## config.mk

```make
export PLATFORM = sky130hd
export DESIGN_NAME = blake2_msg_pad
export DESIGN_NICKNAME = d
export VERILOG_FILES = /design/src/rtl/blake2_msg_pad_pkg.sv /design/src/rtl/blake2_blk_buf.sv /design/src/rtl/blake2_msg_pad.sv
export SDC_FILE = /design/constraint.sdc
export NUM_CORES = 1
export LEC_CHECK = 0
export ABC_AREA = 0
export CORE_MARGIN = 3
export CORE_UTILIZATION = 55
export DETAILED_ROUTE_END_ITERATION = 16
export PLACE_DENSITY = 0.73
export SYNTH_ARGS = -nofsm -noshare
export SYNTH_HDL_FRONTEND = slang
export SYNTH_SLANG_ARGS = --single-unit
```

## constraint.sdc

```tcl
create_clock -name clk -period 5.2 [get_ports clk]
set_input_delay 1.56 -clock clk [delete_from_list [all_inputs] [get_ports clk]]
set_output_delay 1.56 -clock clk [all_outputs]
set_load 0.02 [all_outputs]
```

## src/rtl/blake2_msg_pad_pkg.sv

```systemverilog
// Shared BLAKE2 message-padding definitions: block geometry, length widths
// and the padder FSM state encoding.
package blake2_msg_pad_pkg;

    localparam int B2_BLOCK_BYTES = 64;
    localparam int B2_IDX_W       = 6;
    localparam int B2_KK_W        = 6;
    localparam int B2_LL_W        = 128;
    localparam int B2_MSG_CNT_W   = 64;

    typedef enum logic [1:0] {
        ST_IDLE  = 2'd0,
        ST_KEY   = 2'd1,
        ST_FILL  = 2'd2,
        ST_DRAIN = 2'd3
    } pad_state_t;

endpackage

```

## src/rtl/blake2_blk_buf.sv

```systemverilog
// One-block byte buffer with a zero-padding read port: bytes at or beyond
// the fill count read as 8'h00, so stale contents never need clearing.
module blake2_blk_buf
    import blake2_msg_pad_pkg::*;
#(
    parameter int BLOCK_BYTES = B2_BLOCK_BYTES,
    parameter int IDX_W       = B2_IDX_W
) (
    input  logic             clk,
    input  logic             wr_en,
    input  logic [IDX_W-1:0] wr_idx,
    input  logic [7:0]       wr_data,
    input  logic [IDX_W-1:0] rd_idx,
    input  logic [IDX_W:0]   fill_cnt,
    output logic [7:0]       rd_data
);

    logic [7:0] mem [BLOCK_BYTES];

    // Byte storage; deliberately not reset, the fill count masks old data.
    always_ff @(posedge clk) begin
        if (wr_en) begin
            mem[wr_idx] <= wr_data;
        end
    end

    // Read mux: valid bytes pass through, the tail of the block is zero pad.
    always_comb begin
        rd_data = 8'h00;
        if ({1'b0, rd_idx} < fill_cnt) begin
            rd_data = mem[rd_idx];
        end
    end

endmodule

```

## src/rtl/blake2_msg_pad.sv

```systemverilog
// BLAKE2 message padder: collects the optional key block and message bytes
// into 64-byte blocks, then streams each block (zero padded) to the core with
// first/last flags and the final byte count for the t counter.
module blake2_msg_pad
    import blake2_msg_pad_pkg::*;
#(
    parameter int BLOCK_BYTES = B2_BLOCK_BYTES,
    parameter int IDX_W       = B2_IDX_W,
    parameter int KK_W        = B2_KK_W,
    parameter int LL_W        = B2_LL_W
) (
    input  logic             clk,
    input  logic             reset,
    input  logic             start_i,
    input  logic [KK_W-1:0]  kk_i,
    input  logic [KK_W-1:0]  nn_i,
    input  logic             empty_i,
    input  logic             in_v_i,
    output logic             in_ready_o,
    input  logic [7:0]       in_data_i,
    input  logic             in_last_i,
    input  logic             core_ready_i,
    output logic             data_v_o,
    output logic [IDX_W-1:0] data_idx_o,
    output logic [7:0]       data_o,
    output logic             block_first_o,
    output logic             block_last_o,
    output logic [KK_W-1:0]  kk_o,
    output logic [KK_W-1:0]  nn_o,
    output logic [LL_W-1:0]  ll_o
);

    localparam int MSG_W = B2_MSG_CNT_W;
    localparam int CMP_W = ((KK_W > IDX_W + 1) ? KK_W : IDX_W + 1) + 1;

    localparam logic [IDX_W:0]   FULL_CNT = (IDX_W + 1)'(BLOCK_BYTES);
    localparam logic [IDX_W:0]   ONE_CNT  = (IDX_W + 1)'(1);
    localparam logic [IDX_W-1:0] LAST_IDX = IDX_W'(BLOCK_BYTES - 1);
    localparam logic [IDX_W-1:0] ONE_IDX  = IDX_W'(1);
    localparam logic [MSG_W-1:0] ONE_MSG  = MSG_W'(1);

    pad_state_t       state_q;
    pad_state_t       state_d;
    logic [IDX_W:0]   fill_cnt_q;
    logic [IDX_W:0]   fill_cnt_inc;
    logic [IDX_W-1:0] drain_idx_q;
    logic [KK_W-1:0]  kk_q;
    logic [KK_W-1:0]  nn_q;
    logic [MSG_W-1:0] msg_cnt_q;
    logic             empty_q;
    logic             first_q;
    logic             last_q;
    logic             accept;
    logic             key_done;
    logic             fill_full;
    logic             drain_at_end;
    logic [7:0]       buf_rd;

    assign fill_cnt_inc = fill_cnt_q + ONE_CNT;
    assign accept       = in_v_i & in_ready_o;
    // Key phase ends on the byte that brings the count up to kk.
    assign key_done     = (CMP_W'(fill_cnt_inc) == CMP_W'(kk_q));
    assign fill_full    = (fill_cnt_inc == FULL_CNT);
    assign drain_at_end = (drain_idx_q == LAST_IDX);

    assign data_idx_o = drain_idx_q;
    assign kk_o       = kk_q;
    assign nn_o       = nn_q;
    // Final t value: message bytes plus one full block when a key was used.
    assign ll_o       = LL_W'(msg_cnt_q) + ((kk_q != '0) ? LL_W'(BLOCK_BYTES) : '0);

    blake2_blk_buf #(
        .BLOCK_BYTES (BLOCK_BYTES),
        .IDX_W       (IDX_W)
    ) u_buf (
        .clk      (clk),
        .wr_en    (accept),
        .wr_idx   (fill_cnt_q[IDX_W-1:0]),
        .wr_data  (in_data_i),
        .rd_idx   (drain_idx_q),
        .fill_cnt (fill_cnt_q),
        .rd_data  (buf_rd)
    );

    // FSM state register.
    always_ff @(posedge clk or posedge reset) begin
        if (reset) begin
            state_q <= ST_IDLE;
        end else begin
            state_q <= state_d;
        end
    end

    // Next-state and handshake/output decode.
    always_comb begin
        state_d       = state_q;
        in_ready_o    = 1'b0;
        data_v_o      = 1'b0;
        data_o        = 8'h00;
        block_first_o = 1'b0;
        block_last_o  = 1'b0;
        case (state_q)
            ST_IDLE: begin
                if (start_i) begin
                    if (kk_i != '0) begin
                        state_d = ST_KEY;
                    end else if (empty_i) begin
                        state_d = ST_DRAIN;
                    end else begin
                        state_d = ST_FILL;
                    end
                end
            end
            ST_KEY: begin
                in_ready_o = 1'b1;
                if (in_v_i && key_done) begin
                    state_d = ST_DRAIN;
                end
            end
            ST_FILL: begin
                in_ready_o = 1'b1;
                if (in_v_i && (in_last_i || fill_full)) begin
                    state_d = ST_DRAIN;
                end
            end
            ST_DRAIN: begin
                data_v_o      = core_ready_i;
                data_o        = buf_rd;
                block_first_o = first_q;
                block_last_o  = last_q;
                if (core_ready_i && drain_at_end) begin
                    state_d = last_q ? ST_IDLE : ST_FILL;
                end
            end
            default: begin
                state_d = ST_IDLE;
            end
        endcase
    end

    // Latched lengths, fill/drain/message counters and block flags.
    always_ff @(posedge clk or posedge reset) begin
        if (reset) begin
            kk_q        <= '0;
            nn_q        <= '0;
            empty_q     <= 1'b0;
            msg_cnt_q   <= '0;
            fill_cnt_q  <= '0;
            drain_idx_q <= '0;
            first_q     <= 1'b0;
            last_q      <= 1'b0;
        end else begin
            if (state_q == ST_IDLE && start_i) begin
                kk_q        <= kk_i;
                nn_q        <= nn_i;
                empty_q     <= empty_i;
                msg_cnt_q   <= '0;
                fill_cnt_q  <= '0;
                drain_idx_q <= '0;
                first_q     <= 1'b1;
                last_q      <= (kk_i == '0) & empty_i;
            end
            if (accept) begin
                fill_cnt_q <= fill_cnt_inc;
                if (state_q == ST_FILL) begin
                    msg_cnt_q <= msg_cnt_q + ONE_MSG;
                    if (in_last_i) begin
                        last_q <= 1'b1;
                    end
                end else if (key_done) begin
                    // The key block is last only when no message follows.
                    last_q <= empty_q;
                end
            end
            if (data_v_o) begin
                if (drain_at_end) begin
                    drain_idx_q <= '0;
                    fill_cnt_q  <= '0;
                    first_q     <= 1'b0;
                end else begin
                    drain_idx_q <= drain_idx_q + ONE_IDX;
                end
            end
        end
    end

endmodule

```

==> summary.txt, run 1 <==
Pwr
  – VDD IR max: 0.000274 V
  – Pleak: 10.5 nW
  – Cell Pwr Density: 405 mW/mm2
  – Design Power: 12.3 mW

Worst hold path
  – Worst Hold Class: reg2reg

STA
  – Least-Margin Pin Slew: 1280 ps
  – Min Tclk post-route: 5130 ps
  – Pins Over Slew Limit: 0
  – Min setup slack post-route: 68.7 ps
  – Unrepaired setup endpoints after global routing: true
  – Final Cycle Share: 98.7%
  – # setup viols final: 0
  – Final Hold Viols: 0
  – Rel. slew slack: 14.5%
  – Fmax: 0.195 GHz
  – Worst Clk Skew: 15.4 ps

Route
  – Max layer used: met4
  – Vias after detailed routing: 15500
  – Met2 WL: 29600 um
  – Routed WL per cell: 24.9 um
  – Drt initial violations: 1648
  – Drt via density: 6.20
  – Final WL: 61900 um
  – Met1 wire length: 25200 um
  – DRC: 0
  – Routed Antenna Nets: 0
  – Met3 wire length: 5620 um
  – Drt first pass iters: 5

Clock tree
  – Root Buffer: clkbuf_16
  – H-Tree Depth: 2
  – CTS Buf Count: 59
  – Hold buffers post-CTS: 0
  – Clock transition at the registers of the reported paths: 60 ps
  – Clock sinks: 606
  – TritonCTS clock tree: yes
  – Clock Latency Late Sink: 620 ps
  – Clk buf depth: 3

Synth
  – Post-synthesis cell count: 1679
  – Top_reg_cell synth: edfxtp_1
  – Post-Syn Area per Cell: 15.7 um2
  – Flop and latch count out of synthesis: 606
  – Sequential fraction of the synthesis area: 67.4%
  – Cell taking the most area after synthesis: edfxtp_1
  – Synth area leaders: edfxtp_1 58%, mux4_2 11%, dfrtp_1 8.9%, buf_4 2.1%, nand2_1 1.9%
  – Synth top area share: 58.5%
  – Netlist area before placement: 0.0263 mm2
  – Number of flops mapped to enable cells by yosys: 512
  – Yosys cell types: 64
  – Ys Warns: 0
  – Share of flip-flops with an asynchronous set or reset: 15.5%

Setup path
  – Critical path class: reg2out
  – Critical Path RT: 3640 ps
  – Crit path launch type: flip-flop
  – CP top delay family: buffers and inverters
  – Worst path max stage delay: 550 ps
  – Worst path bufs/invs: 3
  – Arrival time at the worst endpoint: 3570 ps
  – R2R setup slack: 2090 ps
  – Crit. End Element: primary output
  – Crit path max fanout: 8
  – Crit path max-delay cell type: clkdlybuf4s50_1
  – Crit-path cells: buf_12 > buf_4 > mux4_2 > a22oi_1 > a21oi_1 > nor4_2 > nor2_1 > clkdlybuf4s50_1

Floorplan
  – Num rows: 79
  – Initial Util: 56.1%
  – Ports: 185
  – Die Wd: 225 um
  – Core footprint: 0.0469 mm2
  – Die Y: 225 um
  – Die ar.: 0.0505 mm2

Layout
  – Layout fillers: 3263
  – ANT cells: 0
  – Final core area utilization: 64.8%
  – Reg area: 0.0177 mm2
  – P&R area growth vs syn: 15.5%
  – Multi-input logic area: 0.00796 mm2
  – Layout cell share with drive strength beyond 1: 18.5%
  – Cell Count, Final, Fillers Out: 2492
  – Nets: 1877

GRT
  – GRT Resource Usage Total: 24.7%
  – Largest net degree at the start of global routing: 71
  – First-pass GRT wire length: 94800 um
  – Vias in the first global route: 15700
  – GR Overflow Total: 0
  – Initial antenna violation count: 0

Place
  – Post-Place Cells: 2375
  – Dpl ws: 327 ps
  – RD Place Congestion: 0.920
  – Post-DP HPWL: 39600 um
  – IO buf count: 121

Run
  – Max-cap violations: 0

Run status
  – Status: finished clean
[routing by layer]
metal / global-route usage, % / vias up
met5: 0 / -
met4: 7.16 / 0
met3: 6.12 / 112
met2: 38.6 / 754
met1: 35.0 / 7855
li1: - / 6734
[final timing paths]
path                                from          endpoint  depth (start not counted)
max                        data_idx_o[0]         data_o[1]                          8
min                              nn_o[5]           nn_o[5]                          2
max reg2reg                   state_q[1]  u_buf.mem[14][1]                          5
min reg2reg                      nn_o[5]           nn_o[5]                          2
max in group asynchronous          reset     msg_cnt_q[37]                          3
min in group asynchronous          reset           nn_o[1]                          2
[cells by family after synthesis]
group,share of synthesized area (%)
flops,67.4
simple gates,9.19
compound gates,4.92
buf+inv,3.67
mux,11.8
xor+xnor,2.28
fa+ha+maj,0.714
other cells,0.0143
[cell usage after synthesis, drive strengths merged (7+ instances only)]
master / n
edfxtp: 512
nand2: 135
mux4: 128
nor2: 117
buf: 107
dfrtp: 94
nand3: 77
a22oi: 66
clkbuf: 46
a21oi: 41
o21ai: 38
xnor2: 38
nand4: 28
xor2: 28
nor3: 23
mux2i: 21
nor4: 21
o211ai: 17
o31ai: 17
and2: 15
ha: 15
inv: 15
and4: 14
and3: 13
nand2b: 7
[sequential cells by signal (all words and copies together) (netlist names)]
name        cells
first_q         1
u_buf.mem     512
data_idx_o      6
nn_o            6
empty_q         1
kk_o            6
state_q         2
last_q          1
fill_cnt_q      7
msg_cnt_q      64
[power by group]
part	switching [mW]	internal, mW	leakage, nW	total [mW]
logic	1.39	1.03	3.60	2.41
registers	0.106	5.29	5.89	5.40
clock network	1.84	2.64	1.01	4.48
[stage by stage]
stage | cell area [um2] | hold slack [ps] | TNS (ps)
global placement | 28100 | 453 | 0
floorplan | 26500 | 442 | 0
finish | 30400 | 485 | 0
CTS | 30300 | 482 | 0
global route | 30400 | 518 | -46.9
detailed placement | 28100 | 467 | 0
[layout by cell type, fill, tap and decap left out, drive strengths merged, types with 23 or more instances in the layout]
cell and n:
edfxtp 512, nand2 135, mux4 128, nor2 117, clkdlybuf4s50 110, dfrtp 94, nand3 77, buf 73
clkbuf 68, a22oi 66, conb 63, a21oi 41, xnor2 38, o21ai 38, xor2 28, nand4 28
clkinv 26, nor3 23
[repair_timing]
action	4_1_cts	5_1_grt
setup buffers	6	0
setup endpoints to repair	26	22
resized for setup	7	16
pin swaps	1	1
hold endpoints to repair	0	0
[tightest hold or removal path, delay by kind of cell, from the launching register on]
kind | cells | cell delay [ps]
and+or+nand+nor | 2 | 100
DFF | 1 | 350
[layout make-up]
| cell class | count | share of cell area (%) |
|---|---|---|
| inverters | 15 | 0.194 |
| clock inverters | 43 | 1.64 |
| flip-flops and latches | 606 | 58.4 |
| multi-input cells | 967 | 26.2 |
| repair buffers | 186 | 5.94 |
| well taps | 607 | 2.50 |
| clock buffers | 68 | 5.11 |
Power figures use the tool's default switching activity.
==> run 2: changes to the inputs <==
- TNS_END_PERCENT: not set -> 30
==> run 2 against run 1 <==
Hold slack about the same. Sequential power about the same. Global-route usage about the same. Clock power about the same. Cell count about the same. Register-to-register slack improved by 40 ps. Clock skew decreased by 3.8 ps. Critical path type unchanged. Highest routed layer unchanged.
==> summary.txt, run 2 (synthesis results as in run 1) <==
Route
  – Drt initial violations: 1750 (+6.2%)
  – Vias after detailed routing: 15500 (+0.18%)
  – DRC: 0 (unchanged)
  – Drt first pass iters: 5 (unchanged)
  – Routed WL per cell: 25.0 um (+0.37%)
  – Routed Antenna Nets: 0 (unchanged)
  – Final WL: 62200 um (+0.41%)
  – Drt via density: 6.21 (+0.14%)

Layout
  – Biggest register: u_buf.mem
  – Nets: 1878 (+0.053%)
  – Max reg flops: 512 (unchanged)
  – ANT cells: 0 (unchanged)
  – Commonest non-fill, non-tap cell in the layout: edfxtp_1
  – P&R area growth vs syn: 15.6%
  – Layout cell share with drive strength beyond 1: 18.7% (+0.20 points)
  – Top flop regs: u_buf.mem: 512 flops, msg_cnt_q: 64 flops, fill_cnt_q: 7 flops
  – Most frequent cells in the layout: 512 x edfxtp_1, 132 x nand2_1, 128 x mux4_2

Setup path
  – Critical Path RT: 3640 ps (about the same)
  – Arrival time at the worst endpoint: 3600 ps (+30 ps)
  – Crit. End Element: primary output
  – Crit path launch type: flip-flop
  – Critical path class: reg2out
  – R2R setup slack: 2130 ps (+40 ps)
  – Crit path max fanout: 11 (+3)

STA
  – Fin Setup TNS: 0 ps (unchanged)
  – Rel. slew slack: 13.5% (-1.0 points)
  – Pins Over Slew Limit: 0 (unchanged)
  – Final Hold Viols: 0 (unchanged)
  – Fmax: 0.194 GHz (-0.51%)
  – Min Hold Slack: 485 ps (-0.0130 ps)
  – Unrepaired setup endpoints after global routing: true
  – Min Tclk post-route: 5160 ps (+26.2 ps)
  – Worst Clk Skew: 11.6 ps (-3.82 ps)
  – Final Cycle Share: 99.2% (+0.50 points)
  – # setup viols final: 0 (unchanged)
  – Least-Margin Pin Slew: 1300 ps (+15.2 ps)

Pwr
  – Combinational Power Share: 19.7% (about the same)
  – Seq pwr share: 43.8% (about the same)
  – P_int: 8.97 mW (+0.10%)
  – Net Switching: 3.35 mW (+0.67%)
  – Cell Pwr Density: 405 mW/mm2 (+0.14%)
  – Clock power frac: 36.4% (about the same)
  – Design Power: 12.3 mW (+0.26%)
  – Sw Ratio: 27.2% (+0.11 points)
  – Pleak: 10.5 nW (+0.10%)
  – VDD IR max: 0.000273 V (-0.23%)

Clock tree
  – Clock sinks: 606 (unchanged)
  – Root Buffer: clkbuf_16
  – Clk buf depth: 3 (unchanged)
  – CTS Buf Count: 59 (unchanged)
  – Clock Latency Late Sink: 620 ps (about the same)
  – TritonCTS clock tree: yes
  – Hold buffers post-CTS: 0 (unchanged)
  – Clock transition at the registers of the reported paths: 60 ps (about the same)
  – H-Tree Depth: 2 (unchanged)

Floorplan
  – Die Y: 225 um (unchanged)
  – Core footprint: 0.0469 mm2 (unchanged)
  – Num rows: 79 (unchanged)
  – Die ar.: 0.0505 mm2 (unchanged)
  – Ports: 185 (unchanged)
  – Die Wd: 225 um (unchanged)
  – Initial Util: 56.1% (unchanged)

GRT
  – GRT Resource Usage Total: 24.7% (about the same)
  – Largest net degree at the start of global routing: 71 (unchanged)
  – GR Overflow Total: 0 (unchanged)
  – Initial antenna violation count: 0 (unchanged)
  – Vias in the first global route: 15700 (-0.013%)
  – First-pass GRT wire length: 94900 um (about the same)

Place
  – IO buf count: 121 (unchanged)
  – RD Place Congestion: 0.920 (unchanged)
  – Post-DP HPWL: 39600 um (unchanged)

Worst hold path
  – Worst Hold Class: reg2reg

Run
  – Max-cap violations: 0 (unchanged)

Run status
  – Status: finished clean
## run 2: cell type report
type,count,area [um2]
Sequential cell,606,17700
Clock inverter,43,499
Multi-Input combinational cell,967,7960
Clock buffer,68,1550
Tap cell,607,759
Fill cell,3252,16500
Timing Repair Buffer,187,1830
Inverter,15,58.8
## run 2: power by group through the flow
stage / logic (mW) / registers [mW] / clock network [mW]
after floorplan: 1.49 / 5.43 / 0
after global placement: 2.31 / 5.51 / 0
after detailed placement: 2.34 / 5.51 / 0
after CTS: 2.40 / 5.40 / 4.53
after global routing: 2.56 / 5.40 / 4.73
final: 2.43 / 5.40 / 4.49
## run 2: worst paths after layout
path | to | startpoint | depth (start not counted)
setup / recovery | data_o[1] | data_idx_o[0] | 8
hold / removal | nn_o[5] | nn_o[5] | 2
setup reg to reg | u_buf.mem[16][0] | state_q[1] | 6
hold reg to reg | nn_o[5] | nn_o[5] | 2
max in group asynchronous | msg_cnt_q[37] | reset | 3
min in group asynchronous | nn_o[1] | reset | 2
## run 2: layer usage
| layer | global-route usage [%] | share of wire, % | vias to the layer above | wire length [um] |
|---|---|---|---|---|
| met5 | 0 | 0 | - | 0 |
| li1 | - | - | 6743 | - |
| met3 | 6.13 | 8.8 | 132 | 5500 |
| met1 | 35.1 | 41 | 7889 | 25400 |
| met2 | 38.6 | 48 | 719 | 29600 |
| met4 | 7.22 | 2.7 | 0 | 1680 |
## run 2: what timing repair did
item	4_1_cts	5_1_grt
pin swaps	1	2
cloned	0	1
buffers inserted	5	1
resized for setup	7	19
setup endpoints to repair	26	19
hold endpoints to repair	0	0
## run 2: worst max-delay path: stages (launching register included)
cell and delay (ps):
dfrtp_4 530, buf_4 210, buf_6 210, mux4_2 550
a22oi_1 330, a21oi_1 170, nor4_2 340, nor2_1 90
clkdlybuf4s50_1 540
## run 2: through the flow
step / util [%] / instance area, um2 / setup WS (ps) / cells
finish: 64.9 / 30400 / 42.4 / 2493
CTS: 64.6 / 30300 / 2.15 / 2491
detailed placement: 60.1 / 28100 / 327 / 2375
global placement: 60.1 / 28100 / 355 / 2375
global route: 64.9 / 30400 / -26.6 / 2493
floorplan: - / 26500 / 1160 / 1741
